File: src/rtl/alu_ctrl_pkg.sv
// Shared types and constants for the two-requester ALU arbiter/controller.
package alu_ctrl_pkg;

    // Controller states
    typedef enum logic [1:0] {
        ST_IDLE  = 2'd0,
        ST_ISSUE = 2'd1,
        ST_RESP  = 2'd2
    } state_e;

    localparam int DATA_W = 6;
    localparam int OP_W   = 4;
    localparam int N_REQ  = 2;

    // ALU opcodes
    localparam logic [OP_W-1:0] OP_ADD  = 4'b0000;
    localparam logic [OP_W-1:0] OP_SUB  = 4'b0001;
    localparam logic [OP_W-1:0] OP_AND  = 4'b0010;
    localparam logic [OP_W-1:0] OP_OR   = 4'b0011;
    localparam logic [OP_W-1:0] OP_XOR  = 4'b0100;
    localparam logic [OP_W-1:0] OP_NOT  = 4'b0101;
    localparam logic [OP_W-1:0] OP_SHL  = 4'b0110;
    localparam logic [OP_W-1:0] OP_SHR  = 4'b0111;
    localparam logic [OP_W-1:0] OP_SAR  = 4'b1000;
    localparam logic [OP_W-1:0] OP_ROL  = 4'b1001;
    localparam logic [OP_W-1:0] OP_ROR  = 4'b1010;
    localparam logic [OP_W-1:0] OP_NEG  = 4'b1011;
    localparam logic [OP_W-1:0] OP_ILLEGAL_MIN = 4'b1100;

    // Opcode presented on the ALU port out of reset
    localparam logic [OP_W-1:0] OP_RESET = OP_XOR;

    // Bit positions inside the {Cf,Of,Zf,Sf} flag vector
    localparam int FLAG_SF = 0;
    localparam int FLAG_ZF = 1;
    localparam int FLAG_OF = 2;
    localparam int FLAG_CF = 3;

    function automatic logic op_is_legal(input logic [OP_W-1:0] op);
        return (op < OP_ILLEGAL_MIN);
    endfunction

    // Keep only the flags that are meaningful for the opcode; the rest are forced to 0
    function automatic logic [3:0] mask_flags(input logic [OP_W-1:0] op,
                                              input logic cf, input logic of_f,
                                              input logic zf, input logic sf);
        logic [3:0] f;
        f = 4'b0000;
        f[FLAG_ZF] = zf;
        if ((op == OP_ADD) || (op == OP_SUB)) begin
            f[FLAG_SF] = sf;
            f[FLAG_OF] = of_f;
        end
        if (op == OP_ADD) begin
            f[FLAG_CF] = cf;
        end
        return f;
    endfunction

endpackage

File: src/rtl/alu_rr_arb2.sv
// Two-way round-robin arbiter; pointer moves to the other requester on accept.
module alu_rr_arb2 (
    input  logic       clk,
    input  logic       rst_n,
    input  logic       en_i,
    input  logic [1:0] req_i,
    input  logic       accept_i,
    output logic [1:0] grant_o
);

    logic ptr_q;
    logic ptr_d;

    // Grant selection: favour the requester the pointer names, else the other one
    always_comb begin
        grant_o = 2'b00;
        if (en_i) begin
            if (ptr_q == 1'b0) begin
                if (req_i[0])      grant_o = 2'b01;
                else if (req_i[1]) grant_o = 2'b10;
            end else begin
                if (req_i[1])      grant_o = 2'b10;
                else if (req_i[0]) grant_o = 2'b01;
            end
        end
    end

    // Pointer next state: after an accept, the other requester gets priority
    always_comb begin
        ptr_d = ptr_q;
        if (accept_i) begin
            ptr_d = ~grant_o[1];
        end
    end

    // Pointer register
    always_ff @(posedge clk or negedge rst_n) begin
        if (!rst_n) ptr_q <= 1'b0;
        else        ptr_q <= ptr_d;
    end

endmodule

File: src/rtl/alu_arb_ctrl.sv
// Arbitrates two requesters onto a shared external ALU, waits SETTLE cycles,
// captures the masked result and returns it to the granted requester.
module alu_arb_ctrl
    import alu_ctrl_pkg::*;
#(
    parameter int unsigned SETTLE = 1
) (
    input  logic        clk,
    input  logic        rst_n,
    input  logic [1:0]  req_valid,
    output logic [1:0]  req_ready,
    input  logic [11:0] req_a,
    input  logic [11:0] req_b,
    input  logic [7:0]  req_op,
    output logic [1:0]  rsp_valid,
    input  logic [1:0]  rsp_ready,
    output logic [5:0]  rsp_out,
    output logic [3:0]  rsp_flags,
    output logic        rsp_err,
    output logic [5:0]  alu_a,
    output logic [5:0]  alu_b,
    output logic [3:0]  alu_op,
    input  logic [5:0]  alu_out,
    input  logic        alu_cf,
    input  logic        alu_of,
    input  logic        alu_zf,
    input  logic        alu_sf,
    output logic        busy
);

    localparam logic [3:0] SETTLE_LAST = 4'(SETTLE - 1);

    state_e             state_q, state_d;
    logic [3:0]         cnt_q, cnt_d;
    logic               g_q;
    logic [DATA_W-1:0]  alu_a_q, alu_b_q;
    logic [OP_W-1:0]    alu_op_q;
    logic [DATA_W-1:0]  rsp_out_q;
    logic [3:0]         rsp_flags_q;
    logic               rsp_err_q;

    logic [DATA_W-1:0]  a_arr  [N_REQ];
    logic [DATA_W-1:0]  b_arr  [N_REQ];
    logic [OP_W-1:0]    op_arr [N_REQ];

    logic               arb_en;
    logic [1:0]         grant;
    logic               accept;
    logic               sel_idx;
    logic [DATA_W-1:0]  sel_a, sel_b;
    logic [OP_W-1:0]    sel_op;
    logic               sel_legal;
    logic               settle_done;
    logic               rsp_done;

    // Unpack the per-requester operand buses
    generate
        for (genvar gi = 0; gi < N_REQ; gi++) begin : g_unpack
            assign a_arr[gi]  = req_a[DATA_W*gi +: DATA_W];
            assign b_arr[gi]  = req_b[DATA_W*gi +: DATA_W];
            assign op_arr[gi] = req_op[OP_W*gi +: OP_W];
        end
    endgenerate

    alu_rr_arb2 u_arb (
        .clk      (clk),
        .rst_n    (rst_n),
        .en_i     (arb_en),
        .req_i    (req_valid),
        .accept_i (accept),
        .grant_o  (grant)
    );

    assign req_ready   = grant;
    assign accept      = |(req_valid & grant);
    assign sel_idx     = grant[1];
    assign sel_a       = a_arr[sel_idx];
    assign sel_b       = b_arr[sel_idx];
    assign sel_op      = op_arr[sel_idx];
    assign sel_legal   = op_is_legal(sel_op);
    assign settle_done = (cnt_q == SETTLE_LAST);
    assign rsp_done    = rsp_ready[g_q];

    // State register
    always_ff @(posedge clk or negedge rst_n) begin
        if (!rst_n) state_q <= ST_IDLE;
        else        state_q <= state_d;
    end

    // Next-state logic; illegal opcodes skip the ALU entirely
    always_comb begin
        state_d = state_q;
        case (state_q)
            ST_IDLE:  if (accept)      state_d = sel_legal ? ST_ISSUE : ST_RESP;
            ST_ISSUE: if (settle_done) state_d = ST_RESP;
            ST_RESP:  if (rsp_done)    state_d = ST_IDLE;
            default:                   state_d = ST_IDLE;
        endcase
    end

    // Outputs decoded from state; grants are gated by reset so req_ready drops at once
    always_comb begin
        busy      = (state_q != ST_IDLE);
        arb_en    = (state_q == ST_IDLE) && rst_n;
        rsp_valid = 2'b00;
        if (state_q == ST_RESP) begin
            rsp_valid[g_q] = 1'b1;
        end
    end

    // Settle counter next value: counts ISSUE cycles, idles at 0
    always_comb begin
        cnt_d = 4'd0;
        if ((state_q == ST_ISSUE) && !settle_done) begin
            cnt_d = cnt_q + 4'd1;
        end
    end

    // Settle counter register
    always_ff @(posedge clk or negedge rst_n) begin
        if (!rst_n) cnt_q <= 4'd0;
        else        cnt_q <= cnt_d;
    end

    // Request capture, ALU drive registers and response capture
    always_ff @(posedge clk or negedge rst_n) begin
        if (!rst_n) begin
            g_q         <= 1'b0;
            alu_a_q     <= '0;
            alu_b_q     <= '0;
            alu_op_q    <= OP_RESET;
            rsp_out_q   <= '0;
            rsp_flags_q <= 4'b0000;
            rsp_err_q   <= 1'b0;
        end else begin
            if ((state_q == ST_IDLE) && accept) begin
                g_q <= sel_idx;
                if (sel_legal) begin
                    alu_a_q  <= sel_a;
                    alu_b_q  <= sel_b;
                    alu_op_q <= sel_op;
                end else begin
                    rsp_out_q   <= '0;
                    rsp_flags_q <= 4'b0000;
                    rsp_err_q   <= 1'b1;
                end
            end
            if ((state_q == ST_ISSUE) && settle_done) begin
                rsp_out_q   <= alu_out;
                rsp_flags_q <= mask_flags(alu_op_q, alu_cf, alu_of, alu_zf, alu_sf);
                rsp_err_q   <= 1'b0;
            end
        end
    end

    assign alu_a     = alu_a_q;
    assign alu_b     = alu_b_q;
    assign alu_op    = alu_op_q;
    assign rsp_out   = rsp_out_q;
    assign rsp_flags = rsp_flags_q;
    assign rsp_err   = rsp_err_q;

endmodule

File: config.mk
export PLATFORM = sky130hd
export DESIGN_NAME = alu_arb_ctrl
export DESIGN_NICKNAME = d
export VERILOG_FILES = /design/src/rtl/alu_ctrl_pkg.sv /design/src/rtl/alu_rr_arb2.sv /design/src/rtl/alu_arb_ctrl.sv
export SDC_FILE = /design/constraint.sdc
export NUM_CORES = 1
export LEC_CHECK = 0
export ABC_AREA = 1
export CORE_MARGIN = 4
export CORE_UTILIZATION = 41
export CTS_CLUSTER_DIAMETER = 50
export DETAILED_ROUTE_END_ITERATION = 12
export PLACE_DENSITY = 0.9
export SLEW_MARGIN = 20
export SYNTH_ARGS = -nofsm -noshare
export SYNTH_HDL_FRONTEND = slang
export SYNTH_SLANG_ARGS = --single-unit
File: constraint.sdc
create_clock -name clk -period 1.6 [get_ports clk]
set_clock_uncertainty 0.05 [all_clocks]
set_input_delay 0.32 -clock clk [delete_from_list [all_inputs] [get_ports clk]]
set_output_delay 0.32 -clock clk [all_outputs]
set_load 0.005 [all_outputs]
==> summary.md, run 1 <==
| Metric | Value |
|---|---|
| Worst setup SP type | register |
| Most common cell after layout, fill and taps aside | nand2_1 |
| Top FF cell, synth | dfrtp_1 |
| Drt pass-1 iters | 4 |
| Synth Instances | 220 |
| Number of global-route vias before repair | 1865 |
| Netlist cell types | 24 |
| Clock Latency Late Sink | 0.29 ns |
| GPL Wtd Cong | 0.708 |
| Post-synth top area cell | dfrtp_1 |
| Vias/cell | 4.79 |
| Total power draw | 4.52 mW |
| Outcome | complete, but fails checks |
| Post-Syn Area | 0.00175 mm² |
| Final worst setup slack | -0.0180 ns |
| Seq/Total Area, Yosys | 50.0% |
| Post-synthesis register bit count | 35 |
| Fmax | 618 MHz |
| Slew @ Worst Pin | 0.354 ns |
| Fin. max-slew vios | 0 |
| Placed Cells incl. Taps | 360 |
| Final Hold Vio Count | 0 |
| Multi-input logic area | 983 µm² |
| Power per cell area | 1430 mW/mm² |
| CTS tree | done |
| Ratio of cells with drive above 1 in the final layout | 25.2% |
| Routed wire length | 5300 µm |
| Vias | 1822 |
| Worst vdd ir | 663 µV |
| Crit. End Element | register |
| Synthesized net count | 270 |
| Post-DP HPWL | 3560 µm |
| Critical path required time | 1.78 ns |
| Core Footprint | 0.00406 mm² |
| Clock sink total | 35 |
| Residual DRC | 0 |
| Fill cells | 276 |
| Most area-consuming cells after synthesis | dfrtp_1, nand2_1, nand3_1 |
| GR Util All Layers | 18.6% |
| Clock root buffer master | clkbuf_8 |
| Area growth syn-to-layout | 80.0% |
| Min-Delay Path Class | input pin to async pin |
| I/O Buffers | 79 |
| Antenna Cells | 0 |
| Grt ovf | 0 |
| First-pass GRT wire length | 7830 µm |
| Post-synthesis async set-or-reset flop share | 100% |
| Yosys top cell area share | 48.5% |
| Leak | 1.56 nW |
| Nets | 379 |
| Initial Util | 43.2% |
| Die width | 73.4 µm |
| WL/cell | 13.9 µm |
| RSZ-0062 raised after global routing | true |
| Die Y | 73.4 µm |
| IO Pins | 80 |
| 1st-iter DRT viols | 102 |
| Commonest non-fill, non-tap cells in the layout | nand2_1, clkdlybuf4s50_1, dfrtp_1 |
| # rows | 23 |
| H-tree levels | 2 |
| Tmin final | 1.62 ns |
| Rel. slew slack | 76.2% |
| Failing checks | negative setup slack |
| Crit-path max FO | 5 |
| Number of flops mapped to enable cells by yosys | 0 |
| Setup CP Type | register to register |
| Initial antenna violation count | 0 |
| Final setup viols | 3 |
| Non-Filler Instances | 380 |
| Die footprint | 0.00539 mm² |
| Reg clk slew, reported paths | 0.08 ns |
| CTS buffer count | 5 |
| Crit path DAT | 1.79 ns |
| YS warnings | 0 |
| Syn_area_per_cell | 7.97 µm² |
| Max-Cap Viols | 0 |
| Total Negative Setup Slacks | -0.0233 ns |
| Largest net degree at the start of global routing | 28 |
| Fin crit share | 101% |
| FF+latch area | 877 µm² |
| Clk buf depth | 2 |
| Post-DRT Antenna Nets | 0 |
==> state kept, by name (all words and copies together) (netlist names) <==
signal and cells:
g_q 1, alu_b 6, state_q 2, alu_a 6
u_arb.ptr_q 1, alu_op 4, rsp_out 6, cnt_q 4
rsp_flags 4, rsp_err 1
==> worst paths after layout <==
path	end	startpoint	slack [ns]	depth (start not counted)
max	alu_b[3]$_DFFE_PN0P_	state_q[1]$_DFFE_PN0P_	-0.02	11
min	cnt_q[2]$_DFF_PN0_	rst_n	0.06	2
max reg2reg	alu_b[3]$_DFFE_PN0P_	state_q[1]$_DFFE_PN0P_	-0.02	11
min reg2reg	alu_b[0]$_DFFE_PN0P_	alu_b[0]$_DFFE_PN0P_	0.43	2
max in group asynchronous	alu_a[0]$_DFFE_PN0P_	rst_n	0.85	3
min in group clk	alu_b[0]$_DFFE_PN0P_	alu_b[0]$_DFFE_PN0P_	0.43	2
==> metrics by stage <==
stage / utilization, % / setup WS (ns) / cell area (µm²) / hold slack [ns]
6_report: 77.8 / -0.0180 / 3160 / 0.0562
4_1_cts: 72.0 / -0.0540 / 2920 / 0.0210
2_1_floorplan: - / 0.185 / 1750 / -0.0256
3_3_place_gp: 66.5 / -0.416 / 2700 / 0.241
3_5_place_dp: 66.5 / -0.424 / 2700 / 0.232
5_1_grt: 77.8 / -0.0707 / 3160 / 0.0836
==> layer usage <==
layer  up-vias  wire length [µm]  global-route usage, %
li1        904                 -                      -
met1       844              2000                   19.4
met2        70              2840                   35.6
met3         4               416                   5.61
met4         0                38                   5.43
met5         -                 0                      0
==> report_power, final <==
part           total, mW  switching (mW)  internal, mW
sequential          1.45           0.210          1.24
combinational       2.27            1.01          1.26
clock              0.799           0.336         0.464
==> layout make-up <==
class | count | share of cell area (%)
clock buffers | 5 | 2.18
clock inverters | 3 | 1.39
inverters | 14 | 1.74
multi-input cells | 165 | 31.2
flip-flops and latches | 35 | 27.8
well taps | 50 | 1.98
repair buffers | 108 | 33.7
==> synthesized netlist by cell type (2+ instances only) <==
master and instances:
dfrtp_1 34, nand2_1 96, nand2_4 5, buf_4 2, nor2_1 16, buf_2 2, inv_1 11, inv_2 3
nand2_2 4, nand3_1 31, buf_6 2, ha_1 2
==> kinds of logic (layout without fill, tap and decap cells) <==
logic type / count (synthesis) / after routing / share of synthesized area [%]
and+or+nand+nor: 156 / 157 / 39.5
DFF: 35 / 35 / 50.0
buffers and inverters: 21 / 130 / 5.92
AOI/OAI and AO/OA: 4 / 4 / 2.14
adders and majority gates: 2 / 2 / 1.43
xor gates and xnor gates: 2 / 2 / 0.999
==> worst max-delay path, cell delays in order, from the launching register on <==
cell and delay (ns):
dfrtp_1 0.41, inv_2 0.10, buf_6 0.12, nand3_4 0.07, nor2_4 0.12, buf_6 0.11, inv_4 0.04, nand2_4 0.10
buf_8 0.16, clkbuf_16 0.15, nand3_1 0.08, nand2_1 0.06
==> what timing repair did <==
action,in CTS,in global routing
buffers inserted,4,5
setup endpoints to repair,33,34
gates resized for setup,34,42
endpoints found under the hold margin,8,0
hold buffers,1,0
gates cloned,1,1
pin swaps,6,23
Note: power is estimated with default switching activity, not from simulation.
==> inputs of run 2 (changes only) <==
--- a/config.mk
+++ b/config.mk
@@ -11,7 +11,8 @@
 export CTS_CLUSTER_DIAMETER = 50
 export DETAILED_ROUTE_END_ITERATION = 12
 export PLACE_DENSITY = 0.9
-export SLEW_MARGIN = 20
+export SLEW_MARGIN = 40
 export SYNTH_ARGS = -nofsm -noshare
 export SYNTH_HDL_FRONTEND = slang
 export SYNTH_SLANG_ARGS = --single-unit
+export TNS_END_PERCENT = 30
==> run 2 against run 1 <==
Effect of this change:
- the run still ends with negative setup slack left
- sequential share of layout area is 0.32 points higher
- total power is 1.6% lower
- clock power hardly changed
- via count is 1.5% lower
- final cell count is 1.3% lower
- hold slack better by 0.021 ns
- clock-buffer cell count stayed put
- combinational power is 4% lower
- largest cell class unchanged
==> summary.md, run 2 (synthesis results as in run 1) <==
| Metric | Value |
|---|---|
| Outcome | complete, but fails checks |
| Failing checks | negative setup slack |
| Worst setup SP type | register |
| Post-DP HPWL | 3560 µm |
| Comb pwr share | 49.3% |
| Routed wire length | 5180 µm |
| Rel. slew slack | 77.1% |
| Tmin final | 1.64 ns |
| RSZ-0062 raised after global routing | true |
| Die footprint | 0.00539 mm² |
| Slew @ Worst Pin | 0.341 ns |
| Most common cell after layout, fill and taps aside | nand2_1 |
| Reg2reg end | alu_a[0]$_DFFE_PN0P_ |
| Placed Cells incl. Taps | 360 |
| Sw power | 1.54 mW |
| Post-DRT Antenna Nets | 0 |
| Commonest non-fill, non-tap cells in the layout | nand2_1, clkdlybuf4s50_1, dfrtp_1 |
| Vias/cell | 4.79 |
| First-pass GRT wire length | 7660 µm |
| Final Hold Vio Count | 0 |
| I/O Buffers | 79 |
| GR Util All Layers | 18.2% |
| Worst slack, placed | -0.424 ns |
| Total Negative Setup Slacks | -0.0564 ns |
| Min-Delay Path Class | input pin to async pin |
| Antenna Cells | 0 |
| Fmax | 611 MHz |
| Number of global-route vias before repair | 1850 |
| Die width | 73.4 µm |
| Non-Filler Instances | 375 |
| FF+latch area | 877 µm² |
| Ratio of cells with drive above 1 in the final layout | 24.6% |
| Crit path DAT | 1.75 ns |
| CTS tree | done |
| Final setup viols | 4 |
| Residual DRC | 0 |
| Fill cells | 280 |
| Crit-path max FO | 7 |
| Core Footprint | 0.00406 mm² |
| Crit. End Element | register |
| Largest net degree at the start of global routing | 28 |
| Design area | 0.00312 mm² |
| Die Y | 73.4 µm |
| Clock root buffer master | clkbuf_8 |
| # rows | 23 |
| Switch share | 34.6% |
| Critical R2R Launch | state_q[1]$_DFFE_PN0P_ |
| Fin crit share | 102% |
| Initial antenna violation count | 0 |
| Final worst setup slack | -0.0374 ns |
| Total power draw | 4.45 mW |
| R2r worst-path depth | 11 |
| Util after Layout | 76.9% |
| Drt pass-1 iters | 4 |
| Hold WS | 0.0772 ns |
| Internal cell power | 2.91 mW |
| IO Pins | 80 |
| H-tree levels | 2 |
| CTS buffer count | 5 |
| GPL Wtd Cong | 0.708 |
| Nets | 374 |
| Reg power frac | 32.8% |
| Multi-input logic area | 982 µm² |
| 1st-iter DRT viols | 102 |
| Area growth syn-to-layout | 77.9% |
| Reg clk slew, reported paths | 0.08 ns |
| WL/cell | 13.8 µm |
| Leak | 1.54 nW |
| Clock sink total | 35 |
| Vias | 1795 |
| Power per cell area | 1430 mW/mm² |
| Max-Cap Viols | 0 |
| Initial Util | 43.2% |
| Clock Latency Late Sink | 0.28 ns |
| Worst vdd ir | 702 µV |
| Flop2flop setup slack | -0.04 ns |
| Setup CP Type | register to register |
| Critical path required time | 1.71 ns |
| Placed inst area | 0.00270 mm² |
| Clock share of power | 17.9% |
| Grt ovf | 0 |
| Fin. max-slew vios | 0 |
| Clk buf depth | 2 |
==> run 2: cell type report <==
class | instances | share of cell area [%]
repair buffers | 103 | 32.9
multi-input cells | 165 | 31.5
inverters | 14 | 1.85
clock buffers | 5 | 2.21
flip-flops and latches | 35 | 28.1
clock inverters | 3 | 1.40
well taps | 50 | 2.01
==> run 2: timing repair <==
item / 4_1_cts / 5_1_grt
endpoints found under the hold margin: 8 / 0
cloned: 0 / 2
endpoints found under the setup margin: 33 / 35
pin swaps: 3 / 24
hold buffers: 1 / 0
setup buffers: 2 / 2
resized for setup: 30 / 49
==> run 2: power by group through the flow <==
stage	registers [mW]	logic [mW]	clock network (mW)
floorplan	1.46	0.732	0
global placement	1.45	1.82	0
detailed placement	1.46	1.86	0
CTS	1.45	1.90	0.810
global route	1.50	2.40	0.846
finish	1.46	2.19	0.797
==> run 2: worst max path at each step <==
stage / startpoint / to / slack, ns / depth (start not counted)
after floorplan: state_q[1]$_DFFE_PN0P_ / alu_op[1]$_DFFE_PN0P_ / 0.18 / 11
after global placement: req_valid[1] / req_ready[1] / -0.42 / 5
after detailed placement: req_valid[1] / req_ready[1] / -0.42 / 5
after CTS: state_q[1]$_DFFE_PN0P_ / req_ready[0] / -0.05 / 5
after global routing: state_q[1]$_DFFE_PN0P_ / alu_a[0]$_DFFE_PN0P_ / -0.11 / 11
final: state_q[1]$_DFFE_PN0P_ / alu_a[0]$_DFFE_PN0P_ / -0.04 / 11
==> run 2: metal layers <==
layer | track usage (%) | wire (µm)
met5 | 0 | 0
met4 | 5.23 | 64
met3 | 5.20 | 376
met2 | 34.6 | 2820
met1 | 19.2 | 1920
==> run 2: worst max-delay path, stage by stage (launching register included) <==
cell     delay, ns
dfrtp_1       0.41
inv_2         0.10
buf_6         0.12
nand3_4       0.07
nor2_4        0.12
buf_6         0.11
inv_4         0.04
nand2_4       0.09
buf_8         0.15
nand2_4       0.09
nand2_1       0.08
nand2_1       0.08
